## src/rtl/dmem_dma_arbiter_if.sv

```systemverilog
`default_nettype none
// +----------------------------------------------------------------------+
// | dmem_dma_arbiter_if : core, DMA and data-memory bus bundle           |
// | Rev 1.0                                                              |
// +----------------------------------------------------------------------+
interface dmem_dma_arbiter_if #(
    parameter int LEN_W = 8
);
    logic             core_mem_read;
    logic             core_mem_write;
    logic [31:0]      core_addr;
    logic [31:0]      core_wdata;
    logic [2:0]       core_func3;
    logic [31:0]      core_rdata;
    logic             core_stall;

    logic             dma_start;
    logic             dma_we;
    logic [31:0]      dma_addr;
    logic [LEN_W-1:0] dma_len;
    logic [31:0]      dma_wdata;
    logic             dma_beat;
    logic             dma_rvalid;
    logic [31:0]      dma_rdata;
    logic             dma_busy;
    logic             dma_done;

    logic             mem_read;
    logic             mem_write;
    logic [31:0]      mem_addr;
    logic [31:0]      mem_wdata;
    logic [2:0]       mem_func3;
    logic [31:0]      mem_rdata;

    modport slave (
        input  core_mem_read, core_mem_write, core_addr, core_wdata, core_func3,
        output core_rdata, core_stall,
        input  dma_start, dma_we, dma_addr, dma_len, dma_wdata,
        output dma_beat, dma_rvalid, dma_rdata, dma_busy, dma_done,
        output mem_read, mem_write, mem_addr, mem_wdata, mem_func3,
        input  mem_rdata
    );

    modport master (
        output core_mem_read, core_mem_write, core_addr, core_wdata, core_func3,
        input  core_rdata, core_stall,
        output dma_start, dma_we, dma_addr, dma_len, dma_wdata,
        input  dma_beat, dma_rvalid, dma_rdata, dma_busy, dma_done,
        input  mem_read, mem_write, mem_addr, mem_wdata, mem_func3,
        output mem_rdata
    );
endinterface
`default_nettype wire

```

## src/rtl/dmem_dma_arbiter.sv

```systemverilog
`default_nettype none
// +----------------------------------------------------------------------+
// | dmem_dma_arbiter : core-priority data-memory arbiter with DMA bursts |
// | Rev 1.0                                                              |
// +----------------------------------------------------------------------+
module dmem_dma_arbiter #(
    parameter int STARVE_LIM = 4,
    parameter int LEN_W      = 8
) (
    input  wire logic          clk,
    input  wire logic          rst_n,
    dmem_dma_arbiter_if.slave  bus
);
    localparam int WAIT_W = (STARVE_LIM > 0) ? $clog2(STARVE_LIM + 1) : 1;
    localparam logic [WAIT_W-1:0] WAIT_MAX = WAIT_W'(STARVE_LIM);

    typedef enum logic [1:0] {
        S_IDLE  = 2'd0,
        S_BURST = 2'd1,
        S_DONE  = 2'd2
    } state_t;

    state_t            state_q;
    logic              we_q;
    logic [31:0]       cur_addr_q;
    logic [LEN_W-1:0]  remaining_q;
    logic [WAIT_W-1:0] wait_cnt_q;
    logic              rvalid_q;
    logic              done_q;
    logic [31:0]       rdata_q;

    logic              core_acc_w;
    logic              dma_slot_w;

    always_comb begin
        core_acc_w = bus.core_mem_read | bus.core_mem_write;
        dma_slot_w = (state_q == S_BURST) && (!core_acc_w || (wait_cnt_q == WAIT_MAX));

        bus.mem_read   = bus.core_mem_read;
        bus.mem_write  = bus.core_mem_write;
        bus.mem_addr   = bus.core_addr;
        bus.mem_wdata  = bus.core_wdata;
        bus.mem_func3  = bus.core_func3;
        bus.dma_beat   = 1'b0;
        bus.core_stall = 1'b0;

        if (dma_slot_w) begin
            bus.mem_read   = !we_q;
            bus.mem_write  = we_q;
            bus.mem_addr   = cur_addr_q;
            bus.mem_wdata  = bus.dma_wdata;
            bus.mem_func3  = 3'b010;
            bus.dma_beat   = 1'b1;
            bus.core_stall = core_acc_w;
        end
    end

    assign bus.core_rdata = bus.mem_rdata;
    assign bus.dma_busy   = (state_q != S_IDLE);
    assign bus.dma_rvalid = rvalid_q;
    assign bus.dma_rdata  = rdata_q;
    assign bus.dma_done   = done_q;

    always_ff @(posedge clk or negedge rst_n) begin
        if (!rst_n) begin
            state_q     <= S_IDLE;
            we_q        <= 1'b0;
            cur_addr_q  <= 32'd0;
            remaining_q <= '0;
            wait_cnt_q  <= '0;
            rvalid_q    <= 1'b0;
            done_q      <= 1'b0;
            rdata_q     <= 32'd0;
        end else begin
            rvalid_q <= 1'b0;
            done_q   <= 1'b0;
            case (state_q)
                S_IDLE: begin
                    if (bus.dma_start) begin
                        we_q        <= bus.dma_we;
                        cur_addr_q  <= bus.dma_addr & ~32'h3;
                        remaining_q <= bus.dma_len;
                        wait_cnt_q  <= '0;
                        // A zero-length burst still reports completion, without touching memory
                        if (bus.dma_len != '0) begin
                            state_q <= S_BURST;
                        end else begin
                            state_q <= S_DONE;
                            done_q  <= 1'b1;
                        end
                    end
                end
                S_BURST: begin
                    if (dma_slot_w) begin
                        cur_addr_q  <= cur_addr_q + 32'd4;
                        remaining_q <= remaining_q - LEN_W'(1);
                        wait_cnt_q  <= '0;
                        if (!we_q) begin
                            rdata_q  <= bus.mem_rdata;
                            rvalid_q <= 1'b1;
                        end
                        if (remaining_q == LEN_W'(1)) begin
                            state_q <= S_DONE;
                            done_q  <= 1'b1;
                        end
                    end else if (core_acc_w && (wait_cnt_q != WAIT_MAX)) begin
                        wait_cnt_q <= wait_cnt_q + WAIT_W'(1);
                    end
                end
                S_DONE: begin
                    state_q <= S_IDLE;
                end
                default: begin
                    state_q <= S_IDLE;
                end
            endcase
        end
    end
endmodule
`default_nettype wire

```

## src/flat_wrapper.sv

```systemverilog
// flat-port wrapper written by rule: the top's interface ports become plain ports
module dmem_dma_arbiter_flat 
#(
    parameter int STARVE_LIM = 4,
    parameter int LEN_W      = 8
)
  (clk, rst_n, bus_core_mem_read, bus_core_mem_write, bus_core_addr, bus_core_wdata, bus_core_func3, bus_core_rdata, bus_core_stall, bus_dma_start, bus_dma_we, bus_dma_addr, bus_dma_len, bus_dma_wdata, bus_dma_beat, bus_dma_rvalid, bus_dma_rdata, bus_dma_busy, bus_dma_done, bus_mem_read, bus_mem_write, bus_mem_addr, bus_mem_wdata, bus_mem_func3, bus_mem_rdata);
  dmem_dma_arbiter_if #(.LEN_W(LEN_W)) bus_i ();
  input  wire logic clk;
  input  wire logic rst_n;
  input wire logic [$bits(bus_i.core_mem_read)-1:0] bus_core_mem_read;
  input wire logic [$bits(bus_i.core_mem_write)-1:0] bus_core_mem_write;
  input wire logic [$bits(bus_i.core_addr)-1:0] bus_core_addr;
  input wire logic [$bits(bus_i.core_wdata)-1:0] bus_core_wdata;
  input wire logic [$bits(bus_i.core_func3)-1:0] bus_core_func3;
  output wire logic [$bits(bus_i.core_rdata)-1:0] bus_core_rdata;
  output wire logic [$bits(bus_i.core_stall)-1:0] bus_core_stall;
  input wire logic [$bits(bus_i.dma_start)-1:0] bus_dma_start;
  input wire logic [$bits(bus_i.dma_we)-1:0] bus_dma_we;
  input wire logic [$bits(bus_i.dma_addr)-1:0] bus_dma_addr;
  input wire logic [$bits(bus_i.dma_len)-1:0] bus_dma_len;
  input wire logic [$bits(bus_i.dma_wdata)-1:0] bus_dma_wdata;
  output wire logic [$bits(bus_i.dma_beat)-1:0] bus_dma_beat;
  output wire logic [$bits(bus_i.dma_rvalid)-1:0] bus_dma_rvalid;
  output wire logic [$bits(bus_i.dma_rdata)-1:0] bus_dma_rdata;
  output wire logic [$bits(bus_i.dma_busy)-1:0] bus_dma_busy;
  output wire logic [$bits(bus_i.dma_done)-1:0] bus_dma_done;
  output wire logic [$bits(bus_i.mem_read)-1:0] bus_mem_read;
  output wire logic [$bits(bus_i.mem_write)-1:0] bus_mem_write;
  output wire logic [$bits(bus_i.mem_addr)-1:0] bus_mem_addr;
  output wire logic [$bits(bus_i.mem_wdata)-1:0] bus_mem_wdata;
  output wire logic [$bits(bus_i.mem_func3)-1:0] bus_mem_func3;
  input wire logic [$bits(bus_i.mem_rdata)-1:0] bus_mem_rdata;
  assign bus_i.core_mem_read = bus_core_mem_read;
  assign bus_i.core_mem_write = bus_core_mem_write;
  assign bus_i.core_addr = bus_core_addr;
  assign bus_i.core_wdata = bus_core_wdata;
  assign bus_i.core_func3 = bus_core_func3;
  assign bus_core_rdata = bus_i.core_rdata;
  assign bus_core_stall = bus_i.core_stall;
  assign bus_i.dma_start = bus_dma_start;
  assign bus_i.dma_we = bus_dma_we;
  assign bus_i.dma_addr = bus_dma_addr;
  assign bus_i.dma_len = bus_dma_len;
  assign bus_i.dma_wdata = bus_dma_wdata;
  assign bus_dma_beat = bus_i.dma_beat;
  assign bus_dma_rvalid = bus_i.dma_rvalid;
  assign bus_dma_rdata = bus_i.dma_rdata;
  assign bus_dma_busy = bus_i.dma_busy;
  assign bus_dma_done = bus_i.dma_done;
  assign bus_mem_read = bus_i.mem_read;
  assign bus_mem_write = bus_i.mem_write;
  assign bus_mem_addr = bus_i.mem_addr;
  assign bus_mem_wdata = bus_i.mem_wdata;
  assign bus_mem_func3 = bus_i.mem_func3;
  assign bus_i.mem_rdata = bus_mem_rdata;
  dmem_dma_arbiter #(.STARVE_LIM(STARVE_LIM), .LEN_W(LEN_W)) u_core (.clk(clk), .rst_n(rst_n), .bus(bus_i));
endmodule
```

## config.mk

```make
export PLATFORM = sky130hd
export DESIGN_NAME = dmem_dma_arbiter_flat
export DESIGN_NICKNAME = d
export VERILOG_FILES = /design/src/rtl/dmem_dma_arbiter_if.sv /design/src/rtl/dmem_dma_arbiter.sv /design/src/flat_wrapper.sv
export SDC_FILE = /design/constraint.sdc
export NUM_CORES = 1
export LEC_CHECK = 0
export ABC_AREA = 1
export CORE_MARGIN = 4
export CORE_UTILIZATION = 39
export CTS_CLUSTER_SIZE = 28
export DETAILED_ROUTE_END_ITERATION = 10
export GPL_ROUTABILITY_DRIVEN = 0
export PLACE_DENSITY = 0.79
export SLEW_MARGIN = 20
export SYNTH_ARGS = -nofsm -noshare
export SYNTH_HDL_FRONTEND = slang
export SYNTH_SLANG_ARGS = --single-unit
export TNS_END_PERCENT = 10
```

## constraint.sdc

```tcl
create_clock -name clk -period 1.8 [get_ports clk]
set_input_delay 0.36 -clock clk [delete_from_list [all_inputs] [get_ports clk]]
set_output_delay 0.36 -clock clk [all_outputs]
set_load 0.05 [all_outputs]
```

==> metrics.yaml <==
routing:
  finalWirelength_um: 22310
  dr.first_iter.drc_count: 482
  routed-via-count: 6648
  routedWlPerCell_um: 16.67
  vias_per_cell: 4.969
  ant_nets: 0
  drcViolationCount: 0
  dr.pass1.iters: 5
logic_synthesis:
  synth-adder-area-share_pct: 1.138
  yosys-top-cells-area: "dfrtp_1, nand2_1, nor2_1, buf_4, inv_1"
  yosysMostFrequentCell: "nand2_1"
  synthXorXnorAreaFrac_pct: 0.3188
  synth_simple_gate_area_share_pct: 40.53
  postSynthCellCount: 858
  synth_compound_area_share_pct: 10.13
  yosys.area.top_type: "dfrtp_1"
  syn_nets: 1040
  synth_top_family_by_area: "simple AND/OR/NAND/NOR gates"
  synthMuxAreaShare_pct: 0
  yosys_warnings: 0
  synthDistinctLibCells: 35
  synthTopCellsByCount: "nand2_1, dfrtp_1, nor2_1"
  synthesis.area_um2: 5495
  synthFlopType: "dfrtp_1"
  ys_seq_area_share_pct: 35.52
  ys_ff_latch: 78
  syn_area_per_cell_um2: 6.405
  synth_top_area_share_pct: 35.52
  synth-edff-count: 0
  async_flop_share_pct: 100.0
timing:
  finClkSkew_ns: 0.005460
  drv_slew: 0
  max-slew-margin-rel_pct: 55.18
  fin_crit_ns: 2.304
  rsz0062_at_grt: "yes"
  finalHoldViolCount: 0
  setup_slack_ns: -0.5039
  max_freq_mhz: 434.0
  setup_violations: 75
  finalCritPeriodShare_pct: 128.0
  tightest_slew_ns: 0.6723
cells_and_area:
  diodes: 0
  regArea_um2: 1952
  fillCellCount: 1022
  fin_cells: 1338
  area_growth_syn_to_layout_pct: 89.44
  multiInputGateArea_um2: 3401
  drive_above_1_share_pct: 28.41
  nets: 1335
grt:
  grt_max_degree: 66
  grt_overflow: 0
  grt_pass1_wl_um: 34730
  grt_use_total_pct: 26.89
  grt_pass1_vias: 6735
  antenna_found_initial: 0
worst_setup_path:
  r2r-end: "u_core.cur_addr_q[6]"
  end_kind: "primary output"
  crit_start: "u_core.wait_cnt_q[0]"
  start_kind: "register"
  r2r_setup_slack_ns: -0.03
  crit_arrival_ns: 1.94
  r2r.worst_path.cells: 11
  reg2reg_from: "u_core.wait_cnt_q[0]"
  worstPathMaxFanout: 8
  cp.required_ns: 1.44
  setup.worst_path.class: "reg -> out"
power:
  ir_worst_vdd_uv: 1210
  netSwitchingPower_mw: 7.753
  internal-power_mw: 7.482
  power_frac_clock_pct: 12.4
  power_leakage_nw: 4.947
  p_comb_share_pct: 67.0
  pwr_density_cell_nw_per_um2: 1463
  swShare_pct: 50.89
  seqPwrFrac_pct: 20.5
placed_design:
  dp_hpwl_um: 16840
  dp_cells: 1310
  port_buffers: 312
  dp_slack_ns: -0.5582
floorplan:
  fp-row-count: 43
  pin_count: 315
  die-area_um2: 16050
  core_area_um2: 13830
  die_w_um: 126.7
  fp.dieH_um: 126.7
  initial_utilization_pct: 39.74
run_status:
  failed_checks: "setup timing"
  run_status: "finished with violations"
cts:
  tritoncts: "yes"
  clk_latency_ns: 0.34
  cts_root_buf: "clkbuf_16"
  clk_pin_slew_worst_paths_ns: 0.06
  cts_sinks: 78
  cts_made_buffers: 9
  clockBufferDepth: 2
  cts_htree_levels: 3
worst_hold_path:
  min_path_cells: 2
  worstHoldPathType: "reg -> reg"
  whs_endpoint: "u_core.bus.dma_rdata[7]"
  hp-start: "u_core.bus.dma_rdata[7]"
flow_run:
  cap_violations: 0
layer usage:
layer	part of all wire [%]	global-route usage, %	wire, um	up-vias
met5	0	0	0	-
met3	8.6	7.916	1919	49
met1	39	32.03	8660	3081
met4	3.4	9.716	768	0
met2	49	46.08	10960	280
li1	-	-	-	3238
logic make-up after synthesis:
logic type	count (synthesis)
simple gates	538
compound gates	103
flops	78
fa+ha+maj	5
buf+inv	132
xor+xnor	2
state kept, by name, summed over array words and instances (netlist names):
name / count
u_core.wait_cnt_q: 3
u_core.bus.dma_rvalid: 1
u_core.state_q: 2
u_core.remaining_q: 8
u_core.bus.dma_done: 1
u_core.we_q: 1
u_core.bus.dma_rdata: 32
u_core.cur_addr_q: 30
worst max path at each step:
stage | to | slack, ns | cells after the start
finish | bus_mem_addr[17] | -0.50 | 10
CTS | bus_mem_addr[16] | -0.51 | 9
detailed placement | bus_mem_addr[17] | -0.56 | 8
floorplan | bus_mem_wdata[26] | -0.07 | 9
global route | bus_mem_addr[17] | -0.57 | 10
global placement | bus_mem_addr[17] | -0.55 | 8
timing repair:
action,4_1_cts,5_1_grt
pin swaps,9,13
hold buffers,1,0
gates cloned,4,1
gates resized for setup,57,25
endpoints found under the setup margin,139,127
setup buffers,7,1
endpoints found under the hold margin,29,0
worst max-delay path, cell delays in order (launching register included):
cell     delay, ns
dfrtp_1       0.39
inv_2         0.09
ha_4          0.14
nand2_4       0.05
o21ai_4       0.09
nand2_4       0.11
buf_12        0.17
buf_16        0.14
buf_6         0.11
o21ai_4       0.16
buf_12        0.15
layout make-up:
cell class                 count  area share (%)
inverter                      63           2.320
sequential                    78           18.75
clock inverter                 6          0.6611
tap                          180           2.163
clock buffer                  10           2.296
timing repair buffer         353           41.14
multi-input combinational    648           32.67
placed cells by master (no fill, tap or decap), types with 7 or more instances in the layout:
cell	Yosys	layout
nor2_2	5	7
a21oi_1	21	20
buf_6	3	19
buf_8	0	8
nand3_1	35	35
nand2_2	8	62
o21ai_0	37	21
buf_4	35	71
nor2_4	10	14
inv_2	5	7
o21ai_1	30	17
nand2_1	386	329
buf_12	0	75
inv_1	57	55
o21ai_4	0	28
clkbuf_16	0	10
nor2_1	77	71
clkdlybuf4s50_1	0	173
dfrtp_1	78	78
power by group through the flow:
stage	Sequential [mW]	Clock, mW	Combinational [mW]
floorplan	4.20	0	4.89
global placement	3.07	0	9.39
detailed placement	3.10	0	9.53
CTS	3.10	1.91	10.1
global route	3.22	2.00	10.8
finish	3.13	1.90	10.2
per-stage QoR:
stage,util (%),power (mW),area (um2),setup TNS (ns),hold WS (ns)
3_5_place_dp,69.69,12.63,9635,-52.91,0.3305
6_report,75.29,15.23,10410,-29.95,0.4821
2_1_floorplan,-,9.095,5954,-1.664,0.06441
4_1_cts,74.81,15.15,10340,-35.47,0.4817
3_3_place_gp,69.69,12.45,9635,-50.50,0.3297
5_1_grt,75.29,16.05,10410,-38.62,0.5022
(Power assumes the default switching activity.)
